<file path="src/rtl/set_pkg.sv">
// Shared encodings for the set-mode sequencer: pages, adjust targets,
// per-page field counts and digit blink masks.
package set_pkg;

  localparam int unsigned NUM_BTN  = 4;
  localparam int unsigned BTN_MODE = 0;
  localparam int unsigned BTN_NEXT = 1;
  localparam int unsigned BTN_UP   = 2;
  localparam int unsigned BTN_DN   = 3;

  typedef enum logic [1:0] {
    PG_RUN   = 2'd0,
    PG_TIME  = 2'd1,
    PG_DATE  = 2'd2,
    PG_ALARM = 2'd3
  } page_e;

  typedef enum logic [2:0] {
    TGT_NONE = 3'd0,
    TGT_HR   = 3'd1,
    TGT_MIN  = 3'd2,
    TGT_SEC  = 3'd3,
    TGT_MM   = 3'd4,
    TGT_DD   = 3'd5,
    TGT_AHR  = 3'd6,
    TGT_AMIN = 3'd7
  } tgt_e;

  localparam logic [1:0] FCNT_RUN   = 2'd1;
  localparam logic [1:0] FCNT_TIME  = 2'd3;
  localparam logic [1:0] FCNT_DATE  = 2'd2;
  localparam logic [1:0] FCNT_ALARM = 2'd2;

  localparam logic [5:0] BLINK_F0 = 6'b110000;
  localparam logic [5:0] BLINK_F1 = 6'b001100;
  localparam logic [5:0] BLINK_F2 = 6'b000011;

  function automatic logic [1:0] field_count(page_e p);
    logic [1:0] n;
    n = FCNT_RUN;
    case (p)
      PG_TIME:  n = FCNT_TIME;
      PG_DATE:  n = FCNT_DATE;
      PG_ALARM: n = FCNT_ALARM;
      default:  n = FCNT_RUN;
    endcase
    return n;
  endfunction

  function automatic tgt_e field_tgt(page_e p, logic [1:0] f);
    tgt_e t;
    t = TGT_NONE;
    case (p)
      PG_TIME: begin
        case (f)
          2'd0:    t = TGT_HR;
          2'd1:    t = TGT_MIN;
          2'd2:    t = TGT_SEC;
          default: t = TGT_NONE;
        endcase
      end
      PG_DATE:  t = (f == 2'd0) ? TGT_MM  : TGT_DD;
      PG_ALARM: t = (f == 2'd0) ? TGT_AHR : TGT_AMIN;
      default:  t = TGT_NONE;
    endcase
    return t;
  endfunction

  function automatic logic [5:0] blink_mask(logic [1:0] f);
    logic [5:0] m;
    m = 6'b000000;
    case (f)
      2'd0:    m = BLINK_F0;
      2'd1:    m = BLINK_F1;
      2'd2:    m = BLINK_F2;
      default: m = 6'b000000;
    endcase
    return m;
  endfunction

endpackage

</file>
<file path="src/rtl/set_ctrl_if.sv">
// Button/tick inputs and page, field, adjust and display outputs of set_ctrl.
interface set_ctrl_if;
  import set_pkg::*;

  logic               enb;
  logic [NUM_BTN-1:0] btn;
  logic [1:0]         page;
  logic [1:0]         field;
  logic [2:0]         adj_tgt;
  logic               adj_up;
  logic               adj_dn;
  logic               clk_hold;
  logic [5:0]         blink;

  modport master (
    output enb, btn,
    input  page, field, adj_tgt, adj_up, adj_dn, clk_hold, blink
  );

  modport slave (
    input  enb, btn,
    output page, field, adj_tgt, adj_up, adj_dn, clk_hold, blink
  );
endinterface

</file>
<file path="src/rtl/set_ctrl_btn_cond.sv">
// One push-button conditioner: 2-flop synchronizer, stability-count debounce
// and rising-edge detect. The level adopts the pin state after reset silently.
module btn_cond #(
  parameter int unsigned DB_CYCLES = 250000
) (
  input  logic clk,
  input  logic rst,
  input  logic i_pin,
  output logic o_level,
  output logic o_press
);

  localparam int unsigned CW = (DB_CYCLES > 1) ? $clog2(DB_CYCLES) : 1;

  logic          r_sync1;
  logic          r_sync2;
  logic          r_level;
  logic          r_press;
  logic [CW-1:0] r_cnt;
  logic [1:0]    r_init;

  // The first two cycles after reset load the level without an edge, so a
  // button held through reset release never reports a press.
  always_ff @(posedge clk or posedge rst) begin
    if (rst) begin
      r_sync1 <= 1'b0;
      r_sync2 <= 1'b0;
      r_level <= 1'b0;
      r_press <= 1'b0;
      r_cnt   <= '0;
      r_init  <= 2'd0;
    end else begin
      r_sync1 <= i_pin;
      r_sync2 <= r_sync1;
      r_press <= 1'b0;
      if (r_init != 2'd2) begin
        r_init  <= r_init + 2'd1;
        r_level <= r_sync1;
        r_cnt   <= '0;
      end else if (r_sync2 == r_level) begin
        r_cnt <= '0;
      end else if (r_cnt == CW'(DB_CYCLES - 1)) begin
        r_level <= r_sync2;
        r_press <= r_sync2;
        r_cnt   <= '0;
      end else begin
        r_cnt <= r_cnt + CW'(1);
      end
    end
  end

  assign o_level = r_level;
  assign o_press = r_press;

endmodule

</file>
<file path="src/rtl/set_ctrl.sv">
// Set-mode sequencer: page/field FSM, auto-repeat, idle timeout and blink
// phase, issuing one-cycle adjust commands to the time/date/alarm counters.
module set_ctrl
  import set_pkg::*;
#(
  parameter int unsigned DB_CYCLES = 250000,
  parameter int unsigned TIMEOUT   = 30,
  parameter int unsigned RPT_DELAY = 2
) (
  input logic       clk,
  input logic       rst,
  set_ctrl_if.slave bus
);

  localparam int unsigned IW = $clog2(TIMEOUT + 1);
  localparam int unsigned RW = $clog2(RPT_DELAY + 2);

  logic [NUM_BTN-1:0] w_lvl;
  logic [NUM_BTN-1:0] w_press;

  for (genvar i = 0; i < NUM_BTN; i++) begin : g_btn
    btn_cond #(.DB_CYCLES(DB_CYCLES)) u_btn (
      .clk     (clk),
      .rst     (rst),
      .i_pin   (bus.btn[i]),
      .o_level (w_lvl[i]),
      .o_press (w_press[i])
    );
  end

  page_e         r_page,  w_page_nxt;
  logic [1:0]    r_field, w_field_nxt;
  logic [IW-1:0] r_idle,  w_idle_nxt;
  logic [RW-1:0] r_rpt,   w_rpt_nxt;
  logic          r_phase, w_phase_nxt;

  tgt_e          r_adj_tgt,  w_adj_tgt_nxt;
  logic          r_adj_up,   w_adj_up_nxt;
  logic          r_adj_dn,   w_adj_dn_nxt;
  logic          r_clk_hold, w_clk_hold_nxt;
  logic [5:0]    r_blink,    w_blink_nxt;

  logic w_set, w_any, w_mode, w_next, w_to;
  logic w_one_held, w_fire, w_up_req, w_dn_req, w_adj_ok;

  assign w_set  = (r_page != PG_RUN);
  assign w_any  = |w_press;
  assign w_mode = w_press[BTN_MODE];
  assign w_next = w_press[BTN_NEXT] & ~w_mode;
  assign w_to   = w_set & bus.enb & ~w_any & (r_idle == IW'(TIMEOUT - 1));

  // Repeat qualifies only while exactly one of UP/DOWN is held on its own.
  assign w_one_held = (w_lvl[BTN_UP] ^ w_lvl[BTN_DN]) & ~w_lvl[BTN_MODE] & ~w_lvl[BTN_NEXT];
  assign w_fire     = bus.enb & w_one_held & (r_rpt == RW'(RPT_DELAY));
  assign w_up_req   = w_press[BTN_UP] | (w_fire & w_lvl[BTN_UP]);
  assign w_dn_req   = w_press[BTN_DN] | (w_fire & w_lvl[BTN_DN]);
  assign w_adj_ok   = w_set & ~w_press[BTN_MODE] & ~w_press[BTN_NEXT] & ~w_to &
                      ~(w_lvl[BTN_UP] & w_lvl[BTN_DN]);

  always_ff @(posedge clk or posedge rst) begin
    if (rst) begin
      r_page     <= PG_RUN;
      r_field    <= 2'd0;
      r_idle     <= '0;
      r_rpt      <= '0;
      r_phase    <= 1'b0;
      r_adj_tgt  <= TGT_NONE;
      r_adj_up   <= 1'b0;
      r_adj_dn   <= 1'b0;
      r_clk_hold <= 1'b0;
      r_blink    <= 6'b000000;
    end else begin
      r_page     <= w_page_nxt;
      r_field    <= w_field_nxt;
      r_idle     <= w_idle_nxt;
      r_rpt      <= w_rpt_nxt;
      r_phase    <= w_phase_nxt;
      r_adj_tgt  <= w_adj_tgt_nxt;
      r_adj_up   <= w_adj_up_nxt;
      r_adj_dn   <= w_adj_dn_nxt;
      r_clk_hold <= w_clk_hold_nxt;
      r_blink    <= w_blink_nxt;
    end
  end

  // Next page/field and the repeat, idle and phase counters.
  always_comb begin
    w_page_nxt  = r_page;
    w_field_nxt = r_field;
    w_idle_nxt  = r_idle;
    w_rpt_nxt   = r_rpt;
    w_phase_nxt = r_phase;

    if (w_mode) begin
      w_page_nxt  = page_e'(r_page + 2'd1);
      w_field_nxt = 2'd0;
    end else if (w_to) begin
      w_page_nxt  = PG_RUN;
      w_field_nxt = 2'd0;
    end else if (w_next && w_set) begin
      w_field_nxt = (r_field == field_count(r_page) - 2'd1) ? 2'd0 : r_field + 2'd1;
    end

    if (w_any || !w_set || w_to) begin
      w_idle_nxt = '0;
    end else if (bus.enb) begin
      w_idle_nxt = r_idle + IW'(1);
    end

    if (!w_one_held) begin
      w_rpt_nxt = '0;
    end else if (bus.enb && (r_rpt != RW'(RPT_DELAY))) begin
      w_rpt_nxt = r_rpt + RW'(1);
    end

    if (w_any || (w_page_nxt != r_page)) begin
      w_phase_nxt = 1'b0;
    end else if (bus.enb) begin
      w_phase_nxt = ~r_phase;
    end
  end

  // Registered outputs follow the next state so page and clk_hold move together.
  always_comb begin
    w_adj_tgt_nxt  = TGT_NONE;
    w_adj_up_nxt   = 1'b0;
    w_adj_dn_nxt   = 1'b0;
    w_clk_hold_nxt = (w_page_nxt == PG_TIME);
    w_blink_nxt    = 6'b000000;

    if (w_adj_ok && (w_up_req ^ w_dn_req)) begin
      w_adj_up_nxt  = w_up_req;
      w_adj_dn_nxt  = w_dn_req;
      w_adj_tgt_nxt = field_tgt(r_page, r_field);
    end

    if ((w_page_nxt != PG_RUN) && w_phase_nxt) begin
      w_blink_nxt = blink_mask(w_field_nxt);
    end
  end

  assign bus.page     = r_page;
  assign bus.field    = r_field;
  assign bus.adj_tgt  = r_adj_tgt;
  assign bus.adj_up   = r_adj_up;
  assign bus.adj_dn   = r_adj_dn;
  assign bus.clk_hold = r_clk_hold;
  assign bus.blink    = r_blink;

endmodule

</file>
<file path="src/flat_wrapper.sv">
// flat-port wrapper written by rule: the top's interface ports become plain ports
module set_ctrl_flat import set_pkg::*;
#(
  parameter int unsigned DB_CYCLES = 250000,
  parameter int unsigned TIMEOUT   = 30,
  parameter int unsigned RPT_DELAY = 2
)
  (clk, rst, bus_enb, bus_btn, bus_page, bus_field, bus_adj_tgt, bus_adj_up, bus_adj_dn, bus_clk_hold, bus_blink);
  set_ctrl_if bus_i ();
  input logic clk;
  input logic rst;
  input wire logic [$bits(bus_i.enb)-1:0] bus_enb;
  input wire logic [$bits(bus_i.btn)-1:0] bus_btn;
  output wire logic [$bits(bus_i.page)-1:0] bus_page;
  output wire logic [$bits(bus_i.field)-1:0] bus_field;
  output wire logic [$bits(bus_i.adj_tgt)-1:0] bus_adj_tgt;
  output wire logic [$bits(bus_i.adj_up)-1:0] bus_adj_up;
  output wire logic [$bits(bus_i.adj_dn)-1:0] bus_adj_dn;
  output wire logic [$bits(bus_i.clk_hold)-1:0] bus_clk_hold;
  output wire logic [$bits(bus_i.blink)-1:0] bus_blink;
  assign bus_i.enb = bus_enb;
  assign bus_i.btn = bus_btn;
  assign bus_page = bus_i.page;
  assign bus_field = bus_i.field;
  assign bus_adj_tgt = bus_i.adj_tgt;
  assign bus_adj_up = bus_i.adj_up;
  assign bus_adj_dn = bus_i.adj_dn;
  assign bus_clk_hold = bus_i.clk_hold;
  assign bus_blink = bus_i.blink;
  set_ctrl #(.DB_CYCLES(DB_CYCLES), .TIMEOUT(TIMEOUT), .RPT_DELAY(RPT_DELAY)) u_core (.clk(clk), .rst(rst), .bus(bus_i));
endmodule
</file>
<file path="config.mk">
export PLATFORM = sky130hd
export DESIGN_NAME = set_ctrl_flat
export DESIGN_NICKNAME = d
export VERILOG_FILES = /design/src/rtl/set_pkg.sv /design/src/rtl/set_ctrl_if.sv /design/src/rtl/set_ctrl_btn_cond.sv /design/src/rtl/set_ctrl.sv /design/src/flat_wrapper.sv
export SDC_FILE = /design/constraint.sdc
export NUM_CORES = 1
export LEC_CHECK = 0
export CAP_MARGIN = 20
export CELL_PAD_IN_SITES_DETAIL_PLACEMENT = 0
export CELL_PAD_IN_SITES_GLOBAL_PLACEMENT = 2
export CORE_AREA = 2 2 125 127
export CTS_CLUSTER_SIZE = 25
export DETAILED_ROUTE_END_ITERATION = 10
export DIE_AREA = 0 0 127 129
export PLACE_DENSITY_LB_ADDON = 0.1
export SLEW_MARGIN = 25
export SYNTH_ARGS = -nofsm -noshare
export SYNTH_HDL_FRONTEND = slang
export SYNTH_SLANG_ARGS = --single-unit
</file>
<file path="constraint.sdc">
create_clock -name clk -period 4.6 [get_ports clk]
set_input_delay 0.46 -clock clk [delete_from_list [all_inputs] [get_ports clk]]
set_output_delay 0.46 -clock clk [all_outputs]
set_load 0.005 [all_outputs]
</file>
==> results of run 1 <==
[per-layer routing]
layer / vias up / share of wire (%) / routed length [um]
met3: 10 / 3.1 / 357
met5: - / 0 / 0
met1: 2043 / 52 / 6027
met2: 52 / 44 / 5133
li1: 2116 / - / -
met4: 0 / 0.95 / 110
[cell usage after synthesis, types with 5 or more instances]
library cell	count
nor2_2	10
and3_1	10
nor2_1	83
nand4_1	18
nor4_1	17
xnor2_1	44
or3_1	5
inv_1	26
ha_1	19
xor2_1	24
a21oi_1	11
or4_1	6
nand2_1	35
nor4bb_1	5
a31oi_1	6
o21ai_0	10
nor3_1	23
nand3_1	35
clkbuf_1	7
dfrtp_1	117
and4_1	5
[final cells by class]
class                   count  area, um^2
inverters                  26       102.6
well taps                 188       235.2
multi-input cells         428        2775
flip-flops and latches    117        2928
clock inverters            12       175.2
repair buffers             23       227.7
clock buffers              20       456.7
fillers                  1444        8077
[logic make-up after synthesis]
kind of cell	count (synthesis)	synth area share (%)
flip-flops	117	49.71
XOR/XNOR	68	10.11
AO/OA/AOI/OAI	53	6.204
adder cells (fa/ha/maj)	19	4.037
AND/OR/NAND/NOR	286	26.43
multiplexers	2	0.3399
buffers and inverters	41	3.166
[worst max-delay path, cell delays in order (launching register included)]
cell and delay [ns]:
dfrtp_1 0.42, or4b_1 0.56, nor3_2 0.31, a21o_1 0.57, nor2_1 0.12
[sequential cells by signal (all words and copies together) (netlist names)]
name / count
u_core.bus.blink: 3
u_core.g_btn.u_btn.r_cnt: 72
u_core.g_btn.u_btn.r_sync2: 4
u_core.r_rpt: 2
u_core.bus.adj_tgt: 3
u_core.g_btn.u_btn.o_level: 4
u_core.bus.field: 2
u_core.bus.clk_hold: 1
u_core.r_phase: 1
u_core.g_btn.u_btn.r_sync1: 4
u_core.r_idle: 5
u_core.bus.page: 2
u_core.bus.adj_dn: 1
u_core.bus.adj_up: 1
u_core.g_btn.u_btn.r_init: 8
u_core.g_btn.u_btn.o_press: 4
[worst max path at each step]
stage	start	to	slack (ns)
floorplan	rst	u_core.bus.adj_dn$_DFF_PP0_	1.04
global placement	bus_enb	u_core.bus.adj_tgt[0]$_DFF_PP0_	2.21
detailed placement	bus_enb	u_core.bus.adj_tgt[2]$_DFF_PP0_	2.18
CTS	u_core.g_btn[3].u_btn.r_cnt[6]$_DFF_PP0_	u_core.g_btn[3].u_btn.r_cnt[16]$_DFF_PP0_	2.46
global route	u_core.bus.page[0]$_DFF_PP0_	u_core.bus.adj_tgt[0]$_DFF_PP0_	2.27
finish	u_core.g_btn[3].u_btn.r_cnt[6]$_DFF_PP0_	u_core.g_btn[3].u_btn.r_cnt[9]$_DFF_PP0_	2.48
[metrics by stage]
step	power [W]	setup slack (ns)	cells	hold slack (ns)
floorplan	0.001396	1.039	586	0.3465
global placement	0.001510	2.215	782	0.3683
detailed placement	0.001514	2.181	782	0.3641
CTS	0.002946	2.458	814	0.3770
global route	0.003060	2.267	814	0.3924
finish	0.002901	2.476	814	0.3694
[power by group through the flow]
stage	registers (W)	logic, W	clock network [W]
2_1_floorplan	0.00118	0.000220	0
3_3_place_gp	0.00119	0.000320	0
3_5_place_dp	0.00119	0.000322	0
4_1_cts	0.00117	0.000325	0.00145
5_1_grt	0.00118	0.000366	0.00151
6_report	0.00117	0.000318	0.00141
==> flow_summary.toml, run 1 <==
[drt]
wl_per_cell_um = 14.29
drt_iter0_drc = 214
antenna_left = 0
drc = 0
vias = 4221
drtPass1Iterations = 4
wl_um = 11630
drt-vias-per-instance = 5.186

[die]
num_rows = 45
die_height_um = 129
fp.dieW_um = 127
io-pin-count = 23
core_area_mm2 = 0.01498
dieArea_mm2 = 0.01638
start_util_pct = 39.32

[logic_synthesis]
ys_types = 62
synthDominantCellAreaShare_pct = 49.71
async_flop_share_pct = 100.0
syn-num-nets = 612
syn_inst = 586
ys.warnings.count = 0
synth_edf_count = 0
syn_area_per_cell_um2 = 10.05
yosys.area.top_type = "dfrtp_1"
synth_area_mm2 = 0.005889
ys_dominant_reg_cell = "dfrtp_1"
yosysSeqAreaShare_pct = 49.71
ys_seq_elements = 117
synthTopCellsByArea = "dfrtp_1, xnor2_1, nor2_1, ha_1, xor2_1"

[min_path]
min_path_type = "reg2reg"
worstHoldStart = "u_core.g_btn[1].u_btn.r_sync1$_DFF_PP0_"
holdPathEnd = "u_core.g_btn[1].u_btn.r_sync2$_DFF_PP0_"
min_path_cells = 0

[global_route]
grt_usage_pct = 15.75
top_usage_layer = "met2"
grt_pass1_wl_um = 20480
grt_pass1_vias = 4156
met2_usage_pct = 24.45
grt_util_met3_pct = 5.198
grt_max_degree = 81
antenna_found_initial = 0
grt_use_met1_pct = 21.01
grt_overflow = 0

[final_layout]
final_design_area_no_fill_mm2 = 0.006900
fin_util_pct = 46.07
drive_above_1_share_pct = 9.744
nets = 639
diodes = 0
area_delta_synth_final_pct = 17.17
final_common_cell = "dfrtp_1"
final_cell_mix = "dfrtp_1, nor2_1, xnor2_1"

[timing]
period_needed_ns = 2.124
rsz0062_at_grt = "no"
finalSetupViolations = 0
tightestPinTransition_ns = 0.7222
fin_skew_ns = 0.007199
hold_viol = 0
fin_crit_sh_pct = 46.16
relSlewSlack_pct = 51.85
slew_violations = 0
finalSetupTns_ns = 0
timing.fmax_mhz = 470.9

[setup_path]
cp-end-kind = "flip-flop"
worstSetupPathType = "reg2reg"
crit_fanout = 17
reg2reg_slack_ns = 2.48
required_ns = 4.87
reg2reg_depth = 4
startpoint_type = "flip-flop"
timing.rr.end = "u_core.g_btn[3].u_btn.r_cnt[9]$_DFF_PP0_"
arrival_ns = 2.39
r2r_start = "u_core.g_btn[3].u_btn.r_cnt[6]$_DFF_PP0_"

[clocking]
cts-root-buf = "clkbuf_16"
cts_tree = "yes"
clk-insertion-delay-late_ns = 0.42
cts_buffers = 17
cts.sink_count = 117
clk_pin_slew_ns = 0.06
cts_resized = 0
htreeDepth = 4
ctsHoldBuffers = 0
post-cts-setup-buffers = 0
clk_path_buf_depth = 2

[power]
power.density_mw_per_mm2 = 420.3
swShare_pct = 24.74
pwr-share-seq_pct = 40.5
combPwrFrac_pct = 10.9
power.switching_w = 0.0007175
leakage_nw = 2.806
ir_worst_vdd_mv = 0.2962
clock_power_share_pct = 48.6
p_int_w = 0.002183

[placement]
portBuffers = 22
place_hpwl_um = 7839
postPlaceCellArea_mm2 = 0.006266
gp_routability_congestion = 0.7385

[job]
cap_violations = 0

[status]
status = "completed"
No activity file was read; power rests on OpenSTA's default activity.
==> inputs of run 2 (changes only) <==
==> constraint.sdc (replaced) <==
create_clock -name clk -period 2.03 [get_ports clk]
set_input_delay 0.203 -clock clk [delete_from_list [all_inputs] [get_ports clk]]
set_output_delay 0.203 -clock clk [all_outputs]
set_load 0.005 [all_outputs]
==> run 2 against run 1 <==
  * Hold slack got worse by 0.14 ns
  * Flip-flop and latch count unchanged
  * Utilization rose by 1.0 points
  * Fmax rose by 15%
  * Die area unchanged
  * Clock skew is 0.0012 ns lower
  * Clock-buffer cell count rose by 1
  * Clock power rose by 100%
  * Register-to-register slack got worse by 2.3 ns
==> flow_summary.toml, run 2 (synthesized netlist as in run 1, its figures left out) <==
[final_layout]
nets = 665
largestRegisters = "u_core.g_btn.u_btn.r_cnt: 72 flops, u_core.g_btn.u_btn.r_init: 8 flops, u_core.r_idle: 5 flops"
area_delta_synth_final_pct = 19.80
final_cell_mix = "dfrtp_1, nor2_1, xnor2_1"
final_common_cell = "dfrtp_1"
drive_above_1_share_pct = 13.21
n_fill_cell = 1423
largest_reg_flops = 72
top_register = "u_core.g_btn.u_btn.r_cnt"
fin_cells = 839
diodes = 0

[die]
num_rows = 45
io-pin-count = 23
start_util_pct = 39.32
dieArea_mm2 = 0.01638
fp.dieW_um = 127
die_height_um = 129
core_area_mm2 = 0.01498

[placement]
portBuffers = 22
post-place-cells = 808
gp_routability_congestion = 0.7733
dp_slack_ns = 0.1396
place_hpwl_um = 8169

[clocking]
cts-root-buf = "clkbuf_16"
clk_path_buf_depth = 2
ctsHoldBuffers = 0
post-cts-setup-buffers = 0
htreeDepth = 4
clk-insertion-delay-late_ns = 0.41
cts_buffers = 17
cts.sink_count = 117
clk_pin_slew_ns = 0.05
cts_resized = 0
cts_tree = "yes"

[timing]
fin_crit_sh_pct = 91.23
fin_skew_ns = 0.006017
finalSetupViolations = 0
setup_ws_ns = 0.1781
tightestPinTransition_ns = 0.6133
relSlewSlack_pct = 59.11
slew_violations = 0
timing.fmax_mhz = 540.0
rsz0062_at_grt = "no"
finalSetupTns_ns = 0
hold_viol = 0
period_needed_ns = 1.852

[drt]
drt_iter0_drc = 229
drtPass1Iterations = 4
drt-vias-per-instance = 5.215
wl_um = 12060
wl_per_cell_um = 14.37
antenna_left = 0
drc = 0
vias = 4375

[setup_path]
reg2reg_depth = 5
cp_slowest_cell = "or3b_2"
worstPathCellList = "ha_1 -> or3b_2 -> a32oi_1 -> nand4_1 -> nor2b_1"
cp-end-kind = "flip-flop"
arrival_ns = 2.19
crit_fanout = 7
max_stage_delay_ns = 0.48
crit_end = "u_core.bus.blink[4]$_DFF_PP0_"
crit_path_start = "u_core.bus.page[0]$_DFF_PP0_"
worstSetupPathType = "reg2reg"
required_ns = 2.37
r2r_start = "u_core.bus.page[0]$_DFF_PP0_"
timing.rr.end = "u_core.bus.blink[4]$_DFF_PP0_"
reg2reg_slack_ns = 0.18
startpoint_type = "flip-flop"

[global_route]
grt_usage_pct = 16.38
grt_max_degree = 118
grt_overflow = 0
grt_pass1_wl_um = 21470
grt_pass1_vias = 4458
antenna_found_initial = 0

[job]
cap_violations = 0

[min_path]
min_path_type = "in2reg"
min_path_cells = 1

[power]
power.density_mw_per_mm2 = 896.5
leakage_nw = 2.917
ir_worst_vdd_mv = 0.5831

[status]
status = "completed"
-- run 2: final cells by class --
cell class / instances / area [um^2] / area share [%]
well taps: 188 / 235.2 / 3.334
multi-input cells: 428 / 2775 / 39.33
inverters: 26 / 101.3 / 1.436
clock inverters: 10 / 106.4 / 1.507
flip-flops and latches: 117 / 2929 / 41.51
repair buffers: 49 / 447.9 / 6.349
clock buffers: 21 / 460.4 / 6.526
-- run 2: worst min path at each step --
| stage | from | end | slack [ns] |
|---|---|---|---|
| after global placement | u_core.g_btn[0].u_btn.r_sync1$_DFF_PP0_ | u_core.g_btn[0].u_btn.r_sync2$_DFF_PP0_ | 0.36 |
| after CTS | bus_btn[1] | u_core.g_btn[1].u_btn.r_sync1$_DFF_PP0_ | 0.21 |
| after detailed placement | u_core.g_btn[3].u_btn.r_sync1$_DFF_PP0_ | u_core.g_btn[3].u_btn.r_sync2$_DFF_PP0_ | 0.37 |
| after global routing | bus_btn[0] | u_core.g_btn[0].u_btn.r_sync1$_DFF_PP0_ | 0.21 |
| after floorplan | bus_btn[0] | u_core.g_btn[0].u_btn.r_sync1$_DFF_PP0_ | 0.23 |
| final | bus_btn[1] | u_core.g_btn[1].u_btn.r_sync1$_DFF_PP0_ | 0.23 |
-- run 2: per-stage QoR --
step	power [W]	instance area [um^2]	util, %	hold slack, ns
finish	0.006326	7056	47.11	0.2285
global route	0.006663	7056	47.11	0.2104
CTS	0.006411	7054	47.10	0.2124
detailed placement	0.003499	6487	43.32	0.3669
global placement	0.003486	6487	43.32	0.3626
floorplan	0.003165	5893	-	0.2344
-- run 2: worst max-delay path, delay by kind of cell (launching register included) --
family                   cells  cell delay (ns)
flip-flops                   1             0.45
AO/OA/AOI/OAI                1             0.28
AND/OR/NAND/NOR              3             0.79
adder cells (fa/ha/maj)      1             0.26
-- run 2: metal layers --
metal	part of all wire [%]	global-route usage [%]	up-vias	wire length (um)
met4	1.2	5.430	0	148
li1	-	-	2170	-
met2	47	27.13	68	5680
met3	3.1	4.366	15	373
met1	49	21.02	2122	5857
met5	0	0	-	0
-- run 2: power by group --
group	internal, W	total [W]	switching (W)	leakage (nW)
Clock	0.00185	0.00287	0.00103	0.282
Sequential	0.00249	0.00264	0.000150	1.54
Combinational	0.000393	0.000809	0.000416	1.09
Total	0.00473	0.00633	0.00159	2.92
